<file path="src/rtl/amx_mouse_accum_if.sv">
// amx_mouse_accum_if
//   Bundles the PS/2 movement bus, the decoder consume strobes and the pending
//   movement/button outputs of amx_mouse_accum, plus debug visibility of the
//   accumulators and the priming state.
//
//   Handshake: there is no backpressure anywhere on this bus. A packet is
//   signalled by ps2_mouse[24] changing level; the data bits are valid whenever
//   the toggle changes. consume_x / consume_y are single-cycle strobes meaning
//   "the value on mouse_x / mouse_y at this clock edge has been taken"; the
//   accumulator subtracts exactly that value on the same edge.
//
//   master : the side that drives ps2_mouse and the consume strobes
//   slave  : amx_mouse_accum
interface amx_mouse_accum_if #(
  parameter int ACC_W = 14
);
  logic [24:0]             ps2_mouse;
  logic                    consume_x;
  logic                    consume_y;
  logic signed [8:0]       mouse_x;
  logic signed [8:0]       mouse_y;
  logic                    mouse_left;
  logic                    mouse_middle;
  logic                    mouse_right;
  logic                    moved;
  logic [0:0]              dbg_state;
  logic signed [ACC_W-1:0] dbg_acc_x;
  logic signed [ACC_W-1:0] dbg_acc_y;

  modport master (
    output ps2_mouse, consume_x, consume_y,
    input  mouse_x, mouse_y, mouse_left, mouse_middle, mouse_right, moved,
    input  dbg_state, dbg_acc_x, dbg_acc_y
  );

  modport slave (
    input  ps2_mouse, consume_x, consume_y,
    output mouse_x, mouse_y, mouse_left, mouse_middle, mouse_right, moved,
    output dbg_state, dbg_acc_x, dbg_acc_y
  );
endinterface

</file>
<file path="src/rtl/amx_mouse_accum.sv">
// amx_mouse_accum
//   Feeds the AMX mouse port decoder. Integrates PS/2 X/Y deltas into
//   saturating signed accumulators, presents the pending movement clamped to
//   9-bit signed mouse_x / mouse_y, registers button levels on each packet and
//   drains an axis by the presented value whenever the decoder consumes it.
//
//   Parameters: ACC_W (accumulator width), INVERT_Y (negate PS/2 Y),
//               STALE_CYC (idle edges before stale clear, AMX_STALE_CLEAR_EN only)
//   Ports:      clk_sys, reset (async, active high), bus (amx_mouse_accum_if.slave)
//   Optional:   define AMX_STALE_CLEAR_EN to clear pending movement after
//               STALE_CYC edges with neither a packet nor a consume.
module amx_mouse_accum #(
  parameter int ACC_W    = 14,
  parameter bit INVERT_Y = 1'b1
`ifdef AMX_STALE_CLEAR_EN
  , parameter logic [23:0] STALE_CYC = 24'd2_000_000
`endif
) (
  input logic              clk_sys,
  input logic              reset,
  amx_mouse_accum_if.slave bus
);
  // Two guard bits cover acc - out + d without wrapping before saturation.
  localparam int SUM_W = ACC_W + 2;
  localparam logic signed [SUM_W-1:0] ACC_MAX = {3'b000, {(ACC_W-1){1'b1}}};
  localparam logic signed [SUM_W-1:0] ACC_MIN = {3'b111, {(ACC_W-1){1'b0}}};
  localparam logic signed [SUM_W-1:0] ZERO_S  = '0;
  localparam logic signed [ACC_W-1:0] CLAMP_HI = ACC_W'(255);
  localparam logic signed [ACC_W-1:0] CLAMP_LO = ~ACC_W'(255);
  localparam logic signed [8:0] POS255 = 9'sh0FF;
  localparam logic signed [8:0] NEG256 = 9'sh100;

  // First edge after reset only samples the toggle (ST_PRIME).
  localparam logic [0:0] ST_PRIME = 1'b0;
  localparam logic [0:0] ST_RUN   = 1'b1;

  function automatic logic signed [8:0] decode(input logic sgn, input logic ovf,
                                               input logic [7:0] b);
    if (ovf) return sgn ? NEG256 : POS255;
    return {sgn, b};
  endfunction

  function automatic logic signed [SUM_W-1:0] sext9(input logic signed [8:0] v);
    return {{(SUM_W-9){v[8]}}, v};
  endfunction

  function automatic logic signed [SUM_W-1:0] sext_acc(input logic signed [ACC_W-1:0] a);
    return {{2{a[ACC_W-1]}}, a};
  endfunction

  function automatic logic signed [ACC_W-1:0] sat(input logic signed [SUM_W-1:0] s);
    if (s > ACC_MAX) return ACC_MAX[ACC_W-1:0];
    if (s < ACC_MIN) return ACC_MIN[ACC_W-1:0];
    return s[ACC_W-1:0];
  endfunction

  function automatic logic signed [8:0] clamp9(input logic signed [ACC_W-1:0] a);
    if (a > CLAMP_HI) return POS255;
    if (a < CLAMP_LO) return NEG256;
    return a[8:0];
  endfunction

  logic [0:0]              state_q, state_d;
  logic                    old_tog_q, old_tog_d;
  logic signed [ACC_W-1:0] acc_x_q, acc_x_d, acc_y_q, acc_y_d;
  logic signed [8:0]       mouse_x_q, mouse_x_d, mouse_y_q, mouse_y_d;
  logic [2:0]              btn_q, btn_d;   // {middle, right, left}
  logic                    moved_q, moved_d;

  logic                    pkt;
  logic [7:0]              status;
  logic signed [8:0]       dx, dy_raw, dy;
  logic signed [SUM_W-1:0] sum_x, sum_y;

  // Status bit 3 is the PS/2 always-one bit and carries no information.
  logic unused_status_b3;
  assign unused_status_b3 = bus.ps2_mouse[3];

`ifdef AMX_STALE_CLEAR_EN
  logic [23:0] idle_q, idle_d;
`endif

  always_comb begin
    state_d   = ST_RUN;
    old_tog_d = bus.ps2_mouse[24];
    pkt       = (state_q == ST_RUN) && (bus.ps2_mouse[24] != old_tog_q);
    status    = bus.ps2_mouse[7:0];

    dx     = decode(status[4], status[6], bus.ps2_mouse[15:8]);
    dy_raw = decode(status[5], status[7], bus.ps2_mouse[23:16]);
    if (INVERT_Y) dy = (dy_raw == NEG256) ? POS255 : -dy_raw;
    else          dy = dy_raw;

    // Drain and packet are merged into one saturating step so neither is lost.
    sum_x = sext_acc(acc_x_q)
          - (bus.consume_x ? sext9(mouse_x_q) : ZERO_S)
          + (pkt ? sext9(dx) : ZERO_S);
    sum_y = sext_acc(acc_y_q)
          - (bus.consume_y ? sext9(mouse_y_q) : ZERO_S)
          + (pkt ? sext9(dy) : ZERO_S);
    acc_x_d = sat(sum_x);
    acc_y_d = sat(sum_y);

    btn_d = pkt ? {status[2], status[1], status[0]} : btn_q;

`ifdef AMX_STALE_CLEAR_EN
    idle_d = '0;
    if ((state_q == ST_RUN) && !pkt && !bus.consume_x && !bus.consume_y) begin
      if (idle_q == STALE_CYC - 24'd1) begin
        acc_x_d = '0;
        acc_y_d = '0;
      end else begin
        idle_d = idle_q + 24'd1;
      end
    end
`endif

    // Outputs trail the accumulators by one edge.
    mouse_x_d = clamp9(acc_x_q);
    mouse_y_d = clamp9(acc_y_q);
    moved_d   = (acc_x_q != '0) || (acc_y_q != '0);
  end

  always_ff @(posedge clk_sys or posedge reset) begin
    if (reset) begin
      state_q   <= ST_PRIME;
      old_tog_q <= 1'b0;
      acc_x_q   <= '0;
      acc_y_q   <= '0;
      mouse_x_q <= '0;
      mouse_y_q <= '0;
      btn_q     <= '0;
      moved_q   <= 1'b0;
    end else begin
      state_q   <= state_d;
      old_tog_q <= old_tog_d;
      acc_x_q   <= acc_x_d;
      acc_y_q   <= acc_y_d;
      mouse_x_q <= mouse_x_d;
      mouse_y_q <= mouse_y_d;
      btn_q     <= btn_d;
      moved_q   <= moved_d;
    end
  end

`ifdef AMX_STALE_CLEAR_EN
  always_ff @(posedge clk_sys or posedge reset) begin
    if (reset) idle_q <= '0;
    else       idle_q <= idle_d;
  end
`endif

  assign bus.mouse_x      = mouse_x_q;
  assign bus.mouse_y      = mouse_y_q;
  assign bus.mouse_left   = btn_q[0];
  assign bus.mouse_right  = btn_q[1];
  assign bus.mouse_middle = btn_q[2];
  assign bus.moved        = moved_q;
  assign bus.dbg_state    = state_q;
  assign bus.dbg_acc_x    = acc_x_q;
  assign bus.dbg_acc_y    = acc_y_q;
endmodule

</file>
<file path="src/flat_wrapper.sv">
// flat-port wrapper written by rule: the top's interface ports become plain ports
module amx_mouse_accum_flat 
#(
  parameter int ACC_W    = 14,
  parameter bit INVERT_Y = 1'b1

)
  (clk_sys, reset, bus_ps2_mouse, bus_consume_x, bus_consume_y, bus_mouse_x, bus_mouse_y, bus_mouse_left, bus_mouse_middle, bus_mouse_right, bus_moved, bus_dbg_state, bus_dbg_acc_x, bus_dbg_acc_y);
  amx_mouse_accum_if #(.ACC_W(ACC_W)) bus_i ();
  input logic clk_sys;
  input logic reset;
  input wire logic [$bits(bus_i.ps2_mouse)-1:0] bus_ps2_mouse;
  input wire logic [$bits(bus_i.consume_x)-1:0] bus_consume_x;
  input wire logic [$bits(bus_i.consume_y)-1:0] bus_consume_y;
  output wire logic [$bits(bus_i.mouse_x)-1:0] bus_mouse_x;
  output wire logic [$bits(bus_i.mouse_y)-1:0] bus_mouse_y;
  output wire logic [$bits(bus_i.mouse_left)-1:0] bus_mouse_left;
  output wire logic [$bits(bus_i.mouse_middle)-1:0] bus_mouse_middle;
  output wire logic [$bits(bus_i.mouse_right)-1:0] bus_mouse_right;
  output wire logic [$bits(bus_i.moved)-1:0] bus_moved;
  output wire logic [$bits(bus_i.dbg_state)-1:0] bus_dbg_state;
  output wire logic [$bits(bus_i.dbg_acc_x)-1:0] bus_dbg_acc_x;
  output wire logic [$bits(bus_i.dbg_acc_y)-1:0] bus_dbg_acc_y;
  assign bus_i.ps2_mouse = bus_ps2_mouse;
  assign bus_i.consume_x = bus_consume_x;
  assign bus_i.consume_y = bus_consume_y;
  assign bus_mouse_x = bus_i.mouse_x;
  assign bus_mouse_y = bus_i.mouse_y;
  assign bus_mouse_left = bus_i.mouse_left;
  assign bus_mouse_middle = bus_i.mouse_middle;
  assign bus_mouse_right = bus_i.mouse_right;
  assign bus_moved = bus_i.moved;
  assign bus_dbg_state = bus_i.dbg_state;
  assign bus_dbg_acc_x = bus_i.dbg_acc_x;
  assign bus_dbg_acc_y = bus_i.dbg_acc_y;
  amx_mouse_accum #(.ACC_W(ACC_W), .INVERT_Y(INVERT_Y)) u_core (.clk_sys(clk_sys), .reset(reset), .bus(bus_i));
endmodule
</file>
<file path="config.mk">
export PLATFORM = sky130hd
export DESIGN_NAME = amx_mouse_accum_flat
export DESIGN_NICKNAME = d
export VERILOG_FILES = /design/src/rtl/amx_mouse_accum_if.sv /design/src/rtl/amx_mouse_accum.sv /design/src/flat_wrapper.sv
export SDC_FILE = /design/constraint.sdc
export NUM_CORES = 1
export LEC_CHECK = 0
export CORE_ASPECT_RATIO = 0.6
export CORE_MARGIN = 2
export CORE_UTILIZATION = 50
export DETAILED_ROUTE_END_ITERATION = 10
export DONT_BUFFER_PORTS = 1
export PLACE_DENSITY_LB_ADDON = 0.08
export SLEW_MARGIN = 20
export SYNTH_ARGS = -nofsm -noshare
export SYNTH_HDL_FRONTEND = slang
export SYNTH_SLANG_ARGS = --single-unit
export TNS_END_PERCENT = 5
</file>
<file path="constraint.sdc">
create_clock -name clk_sys -period 5.4 [get_ports clk_sys]
set_clock_uncertainty 0.05 [all_clocks]
set_input_delay 1.62 -clock clk_sys [delete_from_list [all_inputs] [get_ports clk_sys]]
set_output_delay 1.62 -clock clk_sys [all_outputs]
set_load 0.03 [all_outputs]
</file>
==> summary.md, run 1 <==
| Metric | Value |
|---|---|
| Crit-path max cell delay | about 480 ps |
| CP startpoint kind | input pin |
| Total track usage | roughly a quarter |
| Fin cells | around 630 |
| YS warnings | 0 |
| Nets | roughly 600 |
| Run status | finished, final reports clean |
| Pin count of the biggest net entering global routing | 38 |
| CTS tree | done |
| R2r setup slk | around 1300 ps |
| Residual DRC | 0 |
| Top Ports | 80 |
| Worst EP required | approximately 5600 ps |
| Layout cells sized above 1 | between 10% and 20% |
| Vias | 3528 |
| CTS Root Cell | clkbuf_16 |
| Setup violators final | 0 |
| Register area share after synthesis | between 20 and 30% |
| # diodes | 0 |
| Endpoints failing hold | 0 |
| Final HPWL DP | 9350 microns |
| Floorplan row count | 26 |
| Num CTS Buffers | 5 |
| Min-Delay Endpoint | u_core.btn_q[2] |
| WHS Path Cells | 2 |
| Most frequent CP cell | buf_4 |
| Worst setup path class | in -> reg |
| Final period utilization | a little over nine tenths |
| Share of synthesized registers carrying an async set or reset | between 90% and 100% |
| Reg-to-Reg End | u_core.bus.dbg_acc_x[11] |
| Hold Crit Class | reg -> reg |
| Overflow after GRT | 0 |
| Slowest stage cell, crit path | fa_1 |
| Fmax | a little under 0.2 GHz |
| Cells after synthesis | ~480 |
| Critical Path, Cell by Cell | nor3_1, nand2_1, buf_4, o311ai_0, o211ai_1, buf_4, fa_1, inv_1, ha_1, and4_1, and3_1, and4_1, a311o_1, xor2_2, buf_4, o21ai_0, a21oi_1 |
| Initial DRC Count | 270 |
| Vias in the first global route | roughly 3600 |
| CTS resizes | 0 |
| Die Ht | between 70 and 80 microns |
| GP Congestion | about 0.92 |
| Worst Setup End Kind | flip-flop |
| Avg Vias per Cell | 5.63 |
| Die Width | 125 microns |
| CP Max Fanout | 5 |
| Cell family with most CP delay | compound AO/OA/AOI/OAI gates |
| Slew Limit Headroom | 40.7% |
| Routed WL | between 10000 and 15000 microns |
| Seq cells post-synth | 52 |
| MaxCap Viol Count | 0 |
| Wire length per cell | approximately 19 microns |
| RSZ-0062 raised after global routing | no |
| Initial antenna violation count | 0 |
| Yosys cell types | 51 |
| Worst-Skew Late Latency | between 200 and 300 ps |
| Port Buffer Count | 0 |
| Die area | approximately 9600 sq um |
| CP arrival | between 5000 and 6000 ps |
| Final ANT Viol Nets | 0 |
| Core footprint | roughly 8500 sq um |
| CTS Sinks | between 50 and 60 |
| DP Cell Count | between 600 and 700 |
| Launch point of the worst reg-to-reg path | u_core.bus.dbg_state |
| Syn avg cell area | a little over 9 sq um |
| Clock Path Buffers | 2 |
| Layout area overhead | 11.0% |
| Max Slew Vio Count | 0 |
| Initial Utilization | about half |
| Buf/Inv on CP | 4 |
| Syn nets | 572 |
| Reg clk slew, reported paths | roughly 70 ps |
| Htree depth | 2 |
| EDFF count, synth | 0 |
| Predominant post-synthesis flop cell | dfrtp_1 |
| Post-Syn Area | ~4400 sq um |
| Worst hold path startpoint | u_core.btn_q[2] |
| First-pass GRT wire length | slightly below 20000 microns |
| TritonRoute pass-1 iters | 5 |
| Post-CTS Hold Fix Bufs | 0 |
| Worst reg2reg path depth | 14 |
| Setup bufs post-CTS | 0 |
| Min cycle time layout | just over 5000 ps |
| Worst slew pin tran | 883 ps |
how the worst max path moves through the flow:
stage | start | end | slack [ps] | depth (start not counted)
after floorplan | bus_ps2_mouse[18] | u_core.bus.dbg_acc_y[1] | 20 | 18
after global placement | bus_ps2_mouse[18] | u_core.bus.dbg_acc_y[0] | 8 | 17
after detailed placement | bus_ps2_mouse[18] | u_core.bus.dbg_acc_y[6] | -50 | 18
after CTS | bus_ps2_mouse[18] | u_core.bus.dbg_acc_y[4] | 220 | 18
after global routing | bus_ps2_mouse[18] | u_core.bus.dbg_acc_y[5] | 20 | 17
final | bus_ps2_mouse[18] | u_core.bus.dbg_acc_y[4] | 270 | 17
cell usage in the layout, fill, tap and decap left out, types with 4 or more instances in the layout:
cell	synthesis	layout
dfrtp_1	52	52
inv_1	75	74
o21ai_0	29	29
and2_1	20	20
fa_1	28	28
nor3_1	4	4
xor2_1	14	14
ha_1	32	32
and3_1	5	5
xnor2_1	11	11
buf_4	1	30
nand4_1	4	4
clkbuf_16	0	5
o21a_1	19	19
o21ai_1	13	13
a21o_1	5	5
a21oi_1	45	44
nand2_1	36	36
nand3_1	10	10
nor2_1	26	26
kinds of logic after synthesis:
family | after synthesis | synth area share (%)
AO/OA/AOI/OAI | 139 | 20.5
other | 1 | 0.0852
buffers and inverters | 81 | 7.34
XOR/XNOR | 29 | 6.45
adder cells (fa/ha/maj) | 60 | 21.8
AND/OR/NAND/NOR | 121 | 14.2
flip-flops | 52 | 29.6
state kept, by name, indices dropped and copies added (netlist names):
name,flops
u_core.btn_q,3
u_core.bus.dbg_acc_x,14
u_core.bus.dbg_acc_y,14
u_core.bus.dbg_state,1
u_core.bus.mouse_x,9
u_core.bus.mouse_y,9
u_core.bus.moved,1
u_core.old_tog_q,1
synthesized netlist by cell type, drive strengths merged, types with 4 or more instances:
| library cell | n | area (sq um) |
|---|---|---|
| ha | 32 | 400 |
| o21ai | 43 | 219 |
| and3 | 5 | 31.3 |
| nand2 | 36 | 135 |
| nor4 | 4 | 25.0 |
| o21a | 19 | 143 |
| nand4 | 4 | 25.0 |
| and2 | 20 | 125 |
| nor3 | 4 | 20.0 |
| a21o | 5 | 37.5 |
| dfrtp | 52 | 1300 |
| xnor2 | 13 | 129 |
| xor2 | 16 | 155 |
| nor2 | 26 | 97.6 |
| nand3 | 11 | 60.1 |
| inv | 75 | 282 |
| fa | 28 | 561 |
| a21oi | 49 | 275 |
cell type report:
type                            instances  area (sq um)
Multi-Input combinational cell        350          2790
Timing Repair Buffer                   30           225
Tap cell                              112           140
Sequential cell                        52          1300
Inverter                               75           282
Clock buffer                            8           146
Fill cell                             781          3640
routing by layer:
layer	wire, microns	track usage (%)
met1	6250	42.9
met2	4280	33.0
met3	1070	7.26
met4	55	2.78
met5	0	0
worst reg2reg max path: stages, from the launching register on:
cell and delay [ps]:
dfrtp_1 550, nand2_1 120, a21oi_1 140, buf_4 190
o21ai_0 140, fa_1 500, inv_1 70, fa_1 460
a21o_1 210, a311o_1 380, nor4bb_4 180, a31oi_2 250
xnor2_2 210, inv_1 100, o21ai_0 370
per-stage QoR:
| step | hold WS (ps) | setup WS (ps) | utilization, % | setup TNS [ps] | cell area (sq um) |
|---|---|---|---|---|---|
| detailed placement | 613 | -53.4 | 55.4 | -479 | 4720 |
| global placement | 611 | 8.30 | 55.4 | 0 | 4720 |
| floorplan | 600 | 16.9 | - | 0 | 4400 |
| finish | 619 | 272 | 57.3 | 0 | 4880 |
| global route | 660 | 22.2 | 57.3 | 0 | 4880 |
| CTS | 625 | 225 | 57.1 | 0 | 4870 |
Power of run 1 is left out: the tool's default activity adds up to more than one toggle a clock period on the data nets, which glitch-free logic cannot reach.
==> inputs of run 2 (changes only) <==
Settings changed: GPL_TIMING_DRIVEN set to 0.
==> run 2 against run 1 <==
Effect of this change:
- routed wire length decreased by 1.4%
- design area decreased by 1.5%
- clock-buffer cell count down 3
- critical path type unchanged
- critical endpoint is now u_core.bus.dbg_acc_y[2]
- highest routed layer unchanged
==> summary.md, run 2 (synthesized netlist as in run 1, its figures left out) <==
| Metric | Value |
|---|---|
| Vias in the first global route | ~3300 |
| CP startpoint kind | input pin |
| TritonRoute pass-1 iters | 5 |
| Die Width | 125 microns |
| Die Ht | ~77 microns |
| R2r setup slk | 1180 ps |
| WHS | 624 ps |
| GP Congestion | around 0.90 |
| Worst hold path startpoint | u_core.btn_q[1] |
| Launch point of the worst reg-to-reg path | u_core.bus.dbg_state |
| Most frequent cells in the layout | 74 x inv_1, 52 x dfrtp_1, 42 x a21oi_1 |
| Final period utilization | 96.6% |
| Hold Crit Class | reg -> reg |
| Nets | 586 |
| Worst reg2reg path depth | 13 |
| Overflow after GRT | 0 |
| Fmax | 0.192 GHz |
| MaxCap Viol Count | 0 |
| Reg-to-Reg End | u_core.bus.dbg_acc_x[11] |
| Fillers | 789 |
| CP Max Fanout | 10 |
| Initial Utilization | 51.6% |
| Worst Setup End Kind | flip-flop |
| Run status | finished, final reports clean |
| Max Slew Vio Count | 0 |
| Post-CTS Hold Fix Bufs | 0 |
| Vias | between 3000 and 4000 |
| WHS Path Cells | 2 |
| Num CTS Buffers | 5 |
| Clock Path Buffers | 2 |
| Most common cell after layout, fill and taps aside | inv_1 |
| CTS Root Cell | clkbuf_16 |
| Setup violators final | 0 |
| Reg clk slew, reported paths | ~70 ps |
| CP arrival | 5370 ps |
| Port Buffer Count | 0 |
| Worst slew pin tran | slightly below 900 ps |
| Residual DRC | 0 |
| Core footprint | between 8000 and 9000 sq um |
| Floorplan row count | 26 |
| Initial DRC Count | 189 |
| Endpoints failing hold | 0 |
| Final ANT Viol Nets | 0 |
| Area occupied by multi-input gates | roughly 2900 sq um |
| Worst EP required | ~5600 ps |
| Worst setup path class | in -> reg |
| Avg Vias per Cell | 5.67 |
| Slew Limit Headroom | between 40% and 50% |
| Register area | approximately 1300 sq um |
| CTS tree | done |
| First-pass GRT wire length | 18500 microns |
| Top Ports | 80 |
| # diodes | 0 |
| Final HPWL DP | roughly 8900 microns |
| Layout cells sized above 1 | a little over 9% |
| Htree depth | 2 |
| Die area | between 9000 and 10000 sq um |
| Total track usage | between 20% and 30% |
| CTS Sinks | 52 |
| Min-Delay Endpoint | u_core.btn_q[1] |
| Layout area overhead | 9.35% |
| Wire length per cell | roughly 19 microns |
| Initial antenna violation count | 0 |
| Pin count of the biggest net entering global routing | 53 |
| Worst-Skew Late Latency | between 200 and 300 ps |
| Min cycle time layout | between 5000 and 6000 ps |
| Routed WL | 11500 microns |
## run 2: how the worst max path moves through the flow
stage	from	to	slack [ps]
floorplan	bus_ps2_mouse[18]	u_core.bus.dbg_acc_y[1]	20
global placement	bus_ps2_mouse[24]	u_core.bus.dbg_acc_y[12]	-670
detailed placement	bus_ps2_mouse[18]	u_core.bus.dbg_acc_y[2]	-550
CTS	bus_ps2_mouse[18]	u_core.bus.dbg_acc_y[12]	10
global route	bus_ps2_mouse[18]	u_core.bus.dbg_acc_y[9]	-40
finish	bus_ps2_mouse[18]	u_core.bus.dbg_acc_y[2]	180
## run 2: worst max-delay path, stage by stage
cell and delay, ps:
nor3_4 220, nand2_2 120, nor4_4 350, nor2_1 120, nor2b_2 230, o21ai_1 130
fa_1 510, inv_1 40, ha_1 290, buf_6 140, a21oi_2 160, o211ai_2 150
and4_1 220, a311o_1 380, xor2_4 270, o21ai_2 100, buf_6 170, a21oi_1 140
## run 2: cell type report
class	instances	share of cell area (%)
flip-flops and latches	52	27.0
inverters	75	5.90
clock buffers	5	2.60
multi-input cells	350	59.5
well taps	112	2.91
plain buffers	5	0.780
repair buffers	8	1.25
## run 2: per-layer routing
layer | GRT usage (%) | part of all wire, % | routed length [microns]
met2 | 29.9 | 36 | 4190
met4 | 3.78 | 0.48 | 55
met3 | 8.03 | 9.2 | 1060
met1 | 41.4 | 54 | 6180
met5 | 0 | 0 | 0
## run 2: timing repair
action	4_1_cts	5_1_grt
gates resized for setup	5	11
pin swaps	1	4
buffers inserted	0	7
setup endpoints to repair	25	25
## run 2: through the flow
| step | TNS, ps | instance area (sq um) | worst slack (ps) | std cells | utilization (%) |
|---|---|---|---|---|---|
| after floorplan | 0 | 4400 | 16.9 | 483 | - |
| after global placement | -14170 | 4540 | -670 | 595 | 53.3 |
| after detailed placement | -12670 | 4560 | -552 | 596 | 53.4 |
| after CTS | 0 | 4710 | 12.5 | 601 | 55.3 |
| after global routing | -165 | 4810 | -39.0 | 607 | 56.5 |
| final | 0 | 4810 | 185 | 607 | 56.5 |
Power of run 2 is left out for the same reason.
==> inputs of run 3 (changes only) <==
Settings changed: GPL_TIMING_DRIVEN 0 to unset.
==> results of run 3 <==
Same layout as run 1: the final DEF is identical, and so are final timing and power.
Power of run 3 is left out for the same reason.
